## src/rtl/stack_spill_pkg.sv

```systemverilog
// Shared types for the spilling hardware stack.
// Holds the controller state encoding and the counter-width helper.
package stack_spill_pkg;

    typedef enum logic [1:0] {
        IDLE  = 2'd0,
        SPILL = 2'd1,
        FILL  = 2'd2
    } state_t;

    function automatic int cnt_w(input int n);
        return $clog2(n + 1);
    endfunction

endpackage

```

## src/rtl/stack_spill_if.sv

```systemverilog
// Host and memory-side signals of the spilling stack, plus state/count observation.
// Handshake: push/pop are single-cycle requests honoured only while busy=0; mem_ack completes the held request.
interface stack_spill_if #(
    parameter int WIDTH      = 32,
    parameter int VISIBLES   = 1,
    parameter int ADDR_WIDTH = 16,
    parameter int DEPTH      = 4,
    parameter int MEM_DEPTH  = 8
);
    localparam int CW = stack_spill_pkg::cnt_w(DEPTH);
    localparam int SW = stack_spill_pkg::cnt_w(MEM_DEPTH);

    logic                           push;
    logic                           pop;
    logic [WIDTH-1:0]               insert;
    logic [VISIBLES-1:0][WIDTH-1:0] tops;
    logic                           busy;
    logic                           overflow;
    logic                           underflow;
    logic [ADDR_WIDTH-1:0]          mem_addr;
    logic [WIDTH-1:0]               mem_wr_data;
    logic                           mem_we;
    logic                           mem_re;
    logic [WIDTH-1:0]               mem_rd_data;
    logic                           mem_ack;
    stack_spill_pkg::state_t        dbg_state;
    logic [CW-1:0]                  dbg_count;
    logic [SW-1:0]                  dbg_spill;

    modport master (
        output push, pop, insert, mem_rd_data, mem_ack,
        input  tops, busy, overflow, underflow, mem_addr, mem_wr_data,
               mem_we, mem_re, dbg_state, dbg_count, dbg_spill
    );

    modport slave (
        input  push, pop, insert, mem_rd_data, mem_ack,
        output tops, busy, overflow, underflow, mem_addr, mem_wr_data,
               mem_we, mem_re, dbg_state, dbg_count, dbg_spill
    );

endinterface

```

## src/rtl/stack_spill.sv

```systemverilog
// Register stack with the top DEPTH entries on chip; older entries spill to
// and refill from a memory region starting at SPILL_BASE.
module stack_spill
    import stack_spill_pkg::*;
#(
    parameter int                    WIDTH      = 32,
    parameter int                    DEPTH      = 4,
    parameter int                    VISIBLES   = 1,
    parameter int                    LOW_WATER  = 1,
    parameter int                    MEM_DEPTH  = 8,
    parameter int                    ADDR_WIDTH = 16,
    parameter logic [ADDR_WIDTH-1:0] SPILL_BASE = '0,
    parameter logic [WIDTH-1:0]      BOTTOM     = '0
) (
    input  logic         clk,
    input  logic         reset,
    stack_spill_if.slave bus
);
    localparam int CW = cnt_w(DEPTH);
    localparam int SW = cnt_w(MEM_DEPTH);

    state_t                r_state;
    logic [WIDTH-1:0]      r_entries [DEPTH];
    logic [CW-1:0]         r_count;
    logic [SW-1:0]         r_spill;
    logic [ADDR_WIDTH-1:0] r_mem_addr;
    logic [WIDTH-1:0]      r_wr_data;
    logic                  r_we;
    logic                  r_re;
    logic                  r_ovf;
    logic                  r_unf;

    logic w_idle;
    logic w_full;
    logic w_replace;
    logic w_push_only;
    logic w_pop_only;
    logic w_shift_down;
    logic w_start_spill;
    logic w_start_fill;

    always_comb begin
        w_idle        = (r_state == IDLE);
        w_full        = (r_count == CW'(DEPTH));
        w_replace     = w_idle && bus.push && bus.pop && (r_count != '0);
        w_push_only   = w_idle && bus.push && !w_replace;
        w_pop_only    = w_idle && bus.pop && !bus.push;
        w_start_spill = w_push_only && w_full && (r_spill < SW'(MEM_DEPTH));
        w_shift_down  = w_push_only && (!w_full || w_start_spill);
        // Host operations win over refill in the same cycle.
        w_start_fill  = w_idle && !bus.push && !bus.pop &&
                        (r_count <= CW'(LOW_WATER)) && (r_spill != '0);
    end

    always_ff @(posedge clk) begin
        if (reset) begin
            r_state    <= IDLE;
            r_count    <= '0;
            r_spill    <= '0;
            r_mem_addr <= '0;
            r_wr_data  <= '0;
            r_we       <= 1'b0;
            r_re       <= 1'b0;
            r_ovf      <= 1'b0;
            r_unf      <= 1'b0;
            for (int i = 0; i < DEPTH; i++) r_entries[i] <= BOTTOM;
        end else begin
            r_ovf <= w_push_only && w_full && !w_start_spill;
            r_unf <= w_pop_only && (r_count == '0);

            if (w_replace) r_entries[0] <= bus.insert;

            if (w_shift_down) begin
                for (int i = 1; i < DEPTH; i++) r_entries[i] <= r_entries[i-1];
                r_entries[0] <= bus.insert;
                if (!w_full) r_count <= r_count + CW'(1);
            end

            if (w_pop_only && (r_count != '0)) begin
                for (int i = 0; i < DEPTH - 1; i++) r_entries[i] <= r_entries[i+1];
                r_entries[DEPTH-1] <= BOTTOM;
                r_count <= r_count - CW'(1);
            end

            case (r_state)
                IDLE: begin
                    if (w_start_spill) begin
                        r_wr_data  <= r_entries[DEPTH-1];
                        r_mem_addr <= SPILL_BASE + ADDR_WIDTH'(r_spill);
                        r_we       <= 1'b1;
                        r_state    <= SPILL;
                    end else if (w_start_fill) begin
                        r_mem_addr <= SPILL_BASE + ADDR_WIDTH'(r_spill) - ADDR_WIDTH'(1);
                        r_re       <= 1'b1;
                        r_state    <= FILL;
                    end
                end
                SPILL: begin
                    if (bus.mem_ack) begin
                        r_spill <= r_spill + SW'(1);
                        r_we    <= 1'b0;
                        r_state <= IDLE;
                    end
                end
                FILL: begin
                    if (bus.mem_ack) begin
                        // Refilled word lands just below the current on-chip entries.
                        for (int i = 0; i < DEPTH; i++)
                            if (CW'(i) == r_count) r_entries[i] <= bus.mem_rd_data;
                        r_count <= r_count + CW'(1);
                        r_spill <= r_spill - SW'(1);
                        r_re    <= 1'b0;
                        r_state <= IDLE;
                    end
                end
                default: r_state <= IDLE;
            endcase
        end
    end

    always_comb begin
        for (int i = 0; i < VISIBLES; i++)
            bus.tops[i] = (CW'(i) < r_count) ? r_entries[i] : BOTTOM;
    end

    assign bus.busy        = (r_state != IDLE);
    assign bus.overflow    = r_ovf;
    assign bus.underflow   = r_unf;
    assign bus.mem_addr    = r_mem_addr;
    assign bus.mem_wr_data = r_wr_data;
    assign bus.mem_we      = r_we;
    assign bus.mem_re      = r_re;
    assign bus.dbg_state   = r_state;
    assign bus.dbg_count   = r_count;
    assign bus.dbg_spill   = r_spill;

endmodule
```

## src/flat_wrapper.sv

```systemverilog
// flat-port wrapper written by rule: the top's interface ports become plain ports
module stack_spill_flat import stack_spill_pkg::*;
#(
    parameter int                    WIDTH      = 32,
    parameter int                    DEPTH      = 4,
    parameter int                    VISIBLES   = 1,
    parameter int                    LOW_WATER  = 1,
    parameter int                    MEM_DEPTH  = 8,
    parameter int                    ADDR_WIDTH = 16,
    parameter logic [ADDR_WIDTH-1:0] SPILL_BASE = '0,
    parameter logic [WIDTH-1:0]      BOTTOM     = '0
)
  (clk, reset, bus_push, bus_pop, bus_insert, bus_mem_rd_data, bus_mem_ack, bus_tops, bus_busy, bus_overflow, bus_underflow, bus_mem_addr, bus_mem_wr_data, bus_mem_we, bus_mem_re, bus_dbg_state, bus_dbg_count, bus_dbg_spill);
  stack_spill_if #(.WIDTH(WIDTH), .VISIBLES(VISIBLES), .ADDR_WIDTH(ADDR_WIDTH), .DEPTH(DEPTH), .MEM_DEPTH(MEM_DEPTH)) bus_i ();
  input  logic clk;
  input  logic reset;
  input wire logic [$bits(bus_i.push)-1:0] bus_push;
  input wire logic [$bits(bus_i.pop)-1:0] bus_pop;
  input wire logic [$bits(bus_i.insert)-1:0] bus_insert;
  input wire logic [$bits(bus_i.mem_rd_data)-1:0] bus_mem_rd_data;
  input wire logic [$bits(bus_i.mem_ack)-1:0] bus_mem_ack;
  output wire logic [$bits(bus_i.tops)-1:0] bus_tops;
  output wire logic [$bits(bus_i.busy)-1:0] bus_busy;
  output wire logic [$bits(bus_i.overflow)-1:0] bus_overflow;
  output wire logic [$bits(bus_i.underflow)-1:0] bus_underflow;
  output wire logic [$bits(bus_i.mem_addr)-1:0] bus_mem_addr;
  output wire logic [$bits(bus_i.mem_wr_data)-1:0] bus_mem_wr_data;
  output wire logic [$bits(bus_i.mem_we)-1:0] bus_mem_we;
  output wire logic [$bits(bus_i.mem_re)-1:0] bus_mem_re;
  output wire logic [$bits(bus_i.dbg_state)-1:0] bus_dbg_state;
  output wire logic [$bits(bus_i.dbg_count)-1:0] bus_dbg_count;
  output wire logic [$bits(bus_i.dbg_spill)-1:0] bus_dbg_spill;
  assign bus_i.push = bus_push;
  assign bus_i.pop = bus_pop;
  assign bus_i.insert = bus_insert;
  assign bus_i.mem_rd_data = bus_mem_rd_data;
  assign bus_i.mem_ack = bus_mem_ack;
  assign bus_tops = bus_i.tops;
  assign bus_busy = bus_i.busy;
  assign bus_overflow = bus_i.overflow;
  assign bus_underflow = bus_i.underflow;
  assign bus_mem_addr = bus_i.mem_addr;
  assign bus_mem_wr_data = bus_i.mem_wr_data;
  assign bus_mem_we = bus_i.mem_we;
  assign bus_mem_re = bus_i.mem_re;
  assign bus_dbg_state = bus_i.dbg_state;
  assign bus_dbg_count = bus_i.dbg_count;
  assign bus_dbg_spill = bus_i.dbg_spill;
  stack_spill #(.WIDTH(WIDTH), .DEPTH(DEPTH), .VISIBLES(VISIBLES), .LOW_WATER(LOW_WATER), .MEM_DEPTH(MEM_DEPTH), .ADDR_WIDTH(ADDR_WIDTH), .SPILL_BASE(SPILL_BASE), .BOTTOM(BOTTOM)) u_core (.clk(clk), .reset(reset), .bus(bus_i));
endmodule
```

## config.mk

```make
export PLATFORM = sky130hd
export DESIGN_NAME = stack_spill_flat
export DESIGN_NICKNAME = d
export VERILOG_FILES = /design/src/rtl/stack_spill_pkg.sv /design/src/rtl/stack_spill_if.sv /design/src/rtl/stack_spill.sv /design/src/flat_wrapper.sv
export SDC_FILE = /design/constraint.sdc
export NUM_CORES = 1
export LEC_CHECK = 0
export ABC_CLOCK_PERIOD_IN_PS = 3600
export BUFFER_PORTS_ARGS = -buffer_cell sky130_fd_sc_hd__buf_2
export CAP_MARGIN = 10
export CORE_MARGIN = 10
export CORE_UTILIZATION = 35
export DETAILED_ROUTE_END_ITERATION = 10
export GPL_ROUTABILITY_DRIVEN = 1
export GPL_TIMING_DRIVEN = 0
export PLACE_DENSITY_LB_ADDON = 0.1
export SYNTH_ARGS = -nofsm -noshare
export SYNTH_HDL_FRONTEND = slang
export SYNTH_SLANG_ARGS = --single-unit
```

## constraint.sdc

```tcl
create_clock -name clk -period 3.6 [get_ports clk]
set_input_delay 0.18 -clock clk [delete_from_list [all_inputs] [get_ports clk]]
set_output_delay 0.18 -clock clk [all_outputs]
set_load 0.01 [all_outputs]
```

After elaboration in Yosys (flattened, before gate mapping)
Memory sizes are Yosys's and may differ from the RTL's.
Index checks and enable logic that the tools add are counted.
- $add $sub $neg: 5
- order comparisons: 3
- equal/unequal tests: 13
- mux-type cells: 65
- bitwise logic cells: 13
- reductions and logical operators: 38
- operators by type and width (operator ; count):
    32-bit two-way mux ; 14
    1-bit two-way mux ; 35
    16-bit two-way mux ; 2
    1-bit logical AND ; 16
    3-bit two-way mux ; 5
    1-bit bitwise OR ; 13
    2-bit != test, second input constant ; 5
    2-bit nonzero test ; 5
    4-bit two-way mux ; 2
    4-bit one-hot mux with 2 select lines ; 1
    2-bit by 3-bit equality test with 1-bit output, first input constant ; 2
    2-bit two-way mux ; 3
    2-bit AND reduction ; 3
    3-bit AND reduction ; 2
    1-bit zero test ; 5
    4-bit by 1-bit subtractor with 5-bit output, second input constant ; 1
    4-bit by 1-bit adder with 4-bit output, second input constant ; 1
    4-bit < comparator, second input constant ; 1
    1-bit one-hot mux with 2 select lines ; 2
    2-bit one-hot mux with 2 select lines ; 1
    4-bit AND reduction ; 1
    4-bit nonzero test ; 1
    4-bit by 1-bit subtractor with 4-bit output, second input constant ; 1
    3-bit by 1-bit adder with 3-bit output, second input constant ; 1
    14 further kinds ; 14
- bits in registers: 61
- memory bits (writable): 128
- input port bits: 69
- output and inout bits: 94
- memories kept: 1
- memory list (name ; depth ; width ; read ports ; clocked after Yosys merged registers in ; wr ports ; line ; text):
    u_core.r_entries ; 4 ; 32 ; 4 ; 0 ; 4 ; stack_spill.sv:23 ; logic [WIDTH-1:0] r_entries [DEPTH];

Longest topological paths before layout
Gate-level depths: netlist of the first run.
- depth after elaboration: 16
- depth in mapped cells: 10
- gate-level depth less buffers: 8

Least setup slack after synthesis of the first run
OpenSTA, ideal clock, no wires.
- path kind: register to register
- from: register u_core.r_count[0], in the netlist u_core.bus.dbg_count[0]
- to: memory u_core.r_entries[2][0] (enable)
- setup time: 0.394 ns
- arrival time: 2.756 ns
- required time: 3.206 ns
- setup slack: 0.450 ns
- stages on the path, launching flop included: 8
- buffers on the path: 1
- cells stage by stage: dfxtp_1 > inv_1 > ha_1 > or3_1 > buf_2 > and2_4 > o41ai_4 > nand2b_1
- RTL lines (element ; line ; text):
    from (decl) ; stack_spill.sv:24 ; logic [CW-1:0] r_count;
    from (signal assigned) ; stack_spill.sv:76 ; if (!w_full) r_count <= r_count + CW'(1);
    from (signal assigned) ; stack_spill.sv:82 ; r_count <= r_count - CW'(1);
    from (signal assigned) ; stack_spill.sv:110 ; r_count <= r_count + CW'(1);
    to (decl) ; stack_spill.sv:23 ;

==> out/summary.txt, run 1 <==
Total grt overflow: 0
Initial Util: 35.3%
Final critical-path required period: 3.31 ns
CTS tree: done
GRT Total Usage: 21.7%
FF-to-FF path depth: 9
CTS Buf Count: 17
Slowest CP cell: clkbuf_1
Multi-input logic area: 5610 µm²
Clock root cell: clkbuf_16
CP Depth: 9
Clock Path Buffers: 2
CP startpoint kind: flip-flop
Maxcap violations: 0
Rows: 66
Syn Inst Count: 1198
Top Family by Delay on Critical Path: buffers and inverters
Largest net degree at the start of global routing: 23
Post-synth EDFFs: 128
Asr flop ratio synth: 0%
Die W: 201 µm
GP Congestion: 0.922
Required time of the worst setup path: 3.79 ns
Pre-CTS setup slack: 0.254 ns
Port bufs: 160
CTS sink count: 178
Final TNS setup: 0 ns
H-tree levels: 4
Area leader, netlist: edfxtp_1
Crit-path cells: inv_1 > ha_1 > buf_4 > nand2b_1 > a31oi_1 > buf_2 > clkbuf_1 > nand2b_2 > buf_12
CTS resizes: 0
Cell Area, Synth: 11400 µm²
Postcts setup bufs: 0
Post-CTS Hold Buffers: 0
RSZ-0062 raised after global routing: false
Hold WS: 0.0747 ns
Drt first-iter violations: 1043
Vias in the first global route: 10500
Sequential-to-total area share from yosys stat: 42.4%
Ys flop type: edfxtp_1
Crit path kind: reg -> reg
Routed via count: 10600
Hold Crit Start: bus_mem_rd_data[11]
I/O pin total: 163
Core Region: 32400 µm²
Measured slew at the worst slew-check pin: 0.855 ns
R2R setup slack: 0.29 ns
Top-area cell type share of the netlist area: 33.7%
WP data arrival: 3.50 ns
Drc violations: 0
R2r endpoint: u_core.r_entries[3][23]$_DFFE_PP_
Final Hold Vio Count: 0
CP bufs+invs: 5
Yosys reg bits: 178
Clock-pin transition on the worst setup and hold timing paths: 0.08 ns
Netlist cell types: 62
Commonest cells in the netlist: edfxtp_1, a21oi_1, nand2_1, mux2i_1, clkbuf_1
Post-DP HPWL: 32700 µm
Synth area leaders: edfxtp_1, dfxtp_1, mux2i_1, a21oi_1, a211oi_1
Hold Crit Class: in -> reg
Fmax: 0.302 GHz
Final WS setup: 0.293 ns
Nets: 1462
Routed vias/inst: 5.78
Crit path launch: u_core.bus.dbg_count[0]$_SDFF_PP0_
Global-route wire length before repair: 67200 µm
Layout cells sized above 1: 18.7%
Largest fanout on the critical path: 22
Rel. slew slack: 43.0%
Hold Path Depth: 3
Worst vdd ir: 0.000460 V
Reg2reg start: u_core.bus.dbg_count[0]$_SDFF_PP0_
CP endpoint: u_core.r_entries[3][23]$_DFFE_PP_
Avg WL per Cell: 24.8 µm
Power per Cell Area: 575 nW/µm²
Routed WL: 45500 µm
Clock Skew: 0.0130 ns
Most frequent cell after synthesis: edfxtp_1
Endpoints failing setup: 0
Die height: 201 µm
Die ar.: 40200 µm²
CP max stage delay: 0.53 ns
Status: completed
Syn nets: 1280
Tcrit/Tclk final: 91.9%
Initial antenna violation count: 1
Reg area: 4840 µm²
Routed Antenna Nets: 0
Post-synthesis average cell area: 9.53 µm²
CP Capture Type: flip-flop
Slew Limit Fails: 0
Fill cells: 3301
Layout Area Growth over Synthesis: 17.7%
YS warnings: 0
Pre-antenna DRT Iters: 5
Leakage dissipation: 5.50 nW
Clock Latency Late Sink: 0.45 ns
-- power breakdown --
part	switching, mW	internal (mW)
Combinational	2.04	0.866
Clock	0.914	0.998
Sequential	0.208	2.70
-- state kept, by name, summed over array words and instances (netlist names) --
signal	flops
u_core.bus.mem_we	1
u_core.bus.mem_wr_data	32
u_core.r_entries	128
u_core.bus.mem_addr	5
u_core.bus.dbg_count	3
u_core.bus.dbg_state	2
u_core.bus.dbg_spill	4
u_core.bus.overflow	1
u_core.bus.mem_re	1
u_core.bus.underflow	1
-- kinds of logic after synthesis --
family / count (synthesis) / synth area share, %
AOI/OAI and AO/OA: 361 / 22.5
and+or+nand+nor: 319 / 15.9
buffers and inverters: 222 / 8.51
DFF: 178 / 42.4
muxes: 100 / 8.78
adders and majority gates: 13 / 1.49
xor gates and xnor gates: 5 / 0.384
-- placed cells by master (no fill, tap or decap), types with 3 or more instances in the layout --
cell type	Yosys	layout
buf_2	32	192
edfxtp_1	128	128
a21oi_1	106	106
nand2_1	105	105
mux2i_1	99	99
clkbuf_1	87	88
inv_1	75	75
a211oi_1	64	64
dfxtp_1	50	50
nand3_1	39	38
nor2b_1	37	37
a31oi_1	35	35
and3_1	34	34
a32o_1	34	34
nor4bb_1	33	33
o31ai_1	33	33
nor4_1	32	32
o211ai_1	32	32
a22o_1	32	32
clkbuf_16	0	19
buf_4	14	14
ha_1	12	12
nor2_1	11	11
buf_1	7	7
buf_6	6	6
nor3_1	5	5
nand2b_1	6	4
and2_1	4	4
xnor2_1	4	4
o21ai_0	4	4
buf_12	0	4
inv_4	0	3
clkinv_4	0	3
-- routing by layer --
layer	vias to the layer above	GRT usage, %	part of all wire [%]	routed length (µm)
met3	71	4.00	7.0	3170
met5	-	0	0	0
met2	502	34.8	46	21100
met4	0	7.74	2.9	1340
met1	5145	28.7	44	20000
li1	4906	-	-	-
-- final cells by class --
type	count	share of cell area (%)
antenna	2	0.0373
buffer	145	5.08
clock buffer	23	3.74
clock inverter	9	0.503
inverter	76	2.12
multi-input combinational	798	41.8
sequential	178	36.1
tap	442	4.12
timing repair buffer	164	6.56
-- worst min path at each step --
stage | end | slack [ns]
global route | u_core.r_entries[1][1]$_DFFE_PP_ | 0.09
global placement | u_core.bus.mem_wr_data[6]$_SDFFE_PP0P_ | 0.44
finish | u_core.r_entries[1][11]$_DFFE_PP_ | 0.07
floorplan | u_core.r_entries[1][0]$_DFFE_PP_ | 0.37
detailed placement | u_core.bus.mem_wr_data[6]$_SDFFE_PP0P_ | 0.45
CTS | u_core.r_entries[1][19]$_DFFE_PP_ | 0.06
-- worst register-to-register path, cell delays in order, from the launching register on --
cell,delay (ns)
dfxtp_1,0.40
inv_1,0.14
ha_1,0.18
buf_4,0.18
nand2b_1,0.33
a31oi_1,0.36
buf_2,0.27
clkbuf_1,0.53
nand2b_2,0.36
buf_12,0.28
-- through the flow --
step                      power [mW]  instance area (µm²)  std cells  utilization (%)
after floorplan                 4.60                11400       1198                -
after global placement          5.77                12800       1800             39.4
after detailed placement        5.82                12900       1804             39.7
after CTS                       7.73                13400       1836             41.5
after global routing            8.08                13400       1836             41.5
final                           7.72                13400       1837             41.5
Power figures use the tool's default switching activity.
==> inputs of run 2 (changes only) <==
ABC_CLOCK_PERIOD_IN_PS = 3300   (was 3600)
clock period = 3.3 ns   (was 3.6 ns; I/O delays follow)
==> run 2 against run 1 <==
Global-route usage is essentially flat. Combinational power grew 10%. First-iteration DRC count shrank 0.19%. Power grew 9.3%. Clock-buffer cell count is the same. Non-clock buffer count is the same. Critical endpoint is now u_core.r_entries[1][22]$_DFFE_PP_. Highest routed layer unchanged.
==> out/summary.txt, run 2 (same netlist as run 1, synthesis figures left out) <==
Combinational Power Share: 37.8%
Fmax: 0.313 GHz
Sw frac: 40.9%
Sequential share of power: 37.6%
Endpoints failing setup: 0
CTS tree: done
CP startpoint kind: flip-flop
Multi-input logic area: 5620 µm²
Rows: 66
Largest net degree at the start of global routing: 23
Pre-antenna DRT Iters: 5
Routed WL: 45600 µm
Leakage dissipation: 5.51 nW
Routed vias/inst: 5.81
Clock group share of total power: 24.7%
Drt first-iter violations: 1041
Clock root cell: clkbuf_16
Slowest CP cell: clkbuf_1
Most frequent cells in the layout: buf_2, edfxtp_1, a21oi_1
Total chip power: 8.44 mW
Post-DP HPWL: 32700 µm
Avg WL per Cell: 24.9 µm
Largest fanout on the critical path: 22
GRT Total Usage: 21.7%
Core Region: 32400 µm²
Required time of the worst setup path: 3.45 ns
Final critical-path required period: 3.19 ns
P_sw: 3.45 mW
Clock-pin transition on the worst setup and hold timing paths: 0.08 ns
Global-route wire length before repair: 67200 µm
Top Family by Delay on Critical Path: buffers and inverters
Fill cells: 3301
RSZ-0062 raised after global routing: false
R2r endpoint: u_core.r_entries[1][22]$_DFFE_PP_
CP max stage delay: 0.51 ns
Final Hold Vio Count: 0
Cell Int Power: 4.99 mW
Layout cells sized above 1: 18.7%
Rel. slew slack: 43.2%
Worst vdd ir: 0.000504 V
Port bufs: 160
H-tree levels: 4
Hold WS: 0.0566 ns
Hold Path Depth: 3
GP Congestion: 0.922
Status: completed
Hold Crit Endpoint: u_core.r_entries[1][11]$_DFFE_PP_
Initial Util: 35.3%
Crit-path cells: inv_1 > ha_1 > buf_4 > nand2b_1 > clkbuf_1 > a31oi_1 > nand3_2 > buf_12
Hold Crit Start: bus_mem_rd_data[11]
Layout Area Growth over Synthesis: 17.8%
Initial antenna violation count: 1
Final TNS setup: 0 ns
Vias in the first global route: 10500
FF-to-FF path depth: 8
Routed via count: 10700
Clock Latency Late Sink: 0.45 ns
Tcrit/Tclk final: 96.8%
Final WS setup: 0.106 ns
WP data arrival: 3.34 ns
Power per Cell Area: 627 nW/µm²
CP bufs+invs: 4
Die W: 201 µm
Drc violations: 0
Hold Crit Class: in -> reg
CTS sink count: 178
Clock Skew: 0.0140 ns
Reg2reg start: u_core.bus.dbg_count[0]$_SDFF_PP0_
Max reg flops: 128
R2R setup slack: 0.11 ns
Core Util, Final: 41.5%
Slew Limit Fails: 0
Reg area: 4840 µm²
Routed Antenna Nets: 0
Most flops, register: u_core.r_entries
I/O pin total: 163
Die ar.: 40200 µm²
Nets: 1462
Crit path kind: reg -> reg
CP Capture Type: flip-flop
Measured slew at the worst slew-check pin: 0.852 ns
Clock Path Buffers: 2
Most common cell after layout, fill and taps aside: buf_2
CTS Buf Count: 17
Pre-CTS setup slack: -0.0462 ns
Post-CTS Hold Buffers: 0
Total grt overflow: 0
Maxcap violations: 0
Die height: 201 µm
run 2: cell type report:
class / count / share of cell area, %
flip-flops and latches: 178 / 36.0
repair buffers: 165 / 6.70
diodes: 1 / 0.0186
inverters: 76 / 2.12
multi-input cells: 798 / 41.8
clock inverters: 9 / 0.502
clock buffers: 23 / 3.73
well taps: 442 / 4.11
plain buffers: 144 / 5.04
run 2: worst max path at each step:
stage                                       startpoint                                end  slack [ns]  cells past startpoint
CTS                 u_core.bus.dbg_count[0]$_SDFF_PP0_  u_core.r_entries[2][27]$_DFFE_PP_         0.1                      8
finish              u_core.bus.dbg_count[0]$_SDFF_PP0_  u_core.r_entries[1][22]$_DFFE_PP_        0.11                      8
floorplan           u_core.bus.dbg_count[0]$_SDFF_PP0_   u_core.r_entries[2][0]$_DFFE_PP_        0.15                      7
global placement    u_core.bus.dbg_count[0]$_SDFF_PP0_  u_core.r_entries[3][16]$_DFFE_PP_       -1.09                      9
detailed placement  u_core.bus.dbg_count[0]$_SDFF_PP0_  u_core.r_entries[3][15]$_DFFE_PP_       -0.05                     10
global route        u_core.bus.dbg_count[1]$_SDFF_PP0_  u_core.r_entries[0][14]$_DFFE_PP_       0.008                      9
run 2: per-stage QoR:
step / cell area (µm²) / instances
finish: 13400 / 1836
global route: 13400 / 1836
CTS: 13400 / 1834
detailed placement: 12900 / 1804
global placement: 12800 / 1800
floorplan: 11400 / 1198
run 2: timing repair:
action	4_1_cts	5_1_grt
setup buffers	0	1
endpoints found under the setup margin	22	39
pin swaps	0	1
gates resized for setup	0	1
run 2: power groups by stage:
stage / Combinational (mW) / Sequential, mW / Clock [mW]
6_report: 3.19 / 3.17 / 2.08
3_3_place_gp: 3.08 / 3.22 / 0
4_1_cts: 3.15 / 3.16 / 2.12
3_5_place_dp: 3.15 / 3.21 / 0
2_1_floorplan: 1.87 / 3.14 / 0
5_1_grt: 3.41 / 3.22 / 2.20
run 2: tightest hold or removal path, cell delays in order:
cell and delay (ns):
buf_2 0.12, nand2_1 0.05, o31ai_1 0.06
run 2: routing by layer:
metal	vias up	part of all wire, %	track usage (%)	wire length (µm)
met3	82	7.2	4.00	3290
li1	4908	-	-	-
met2	540	46	34.8	21100
met1	5128	43	28.8	19800
met5	-	0	0	0
met4	0	3.1	7.68	1430
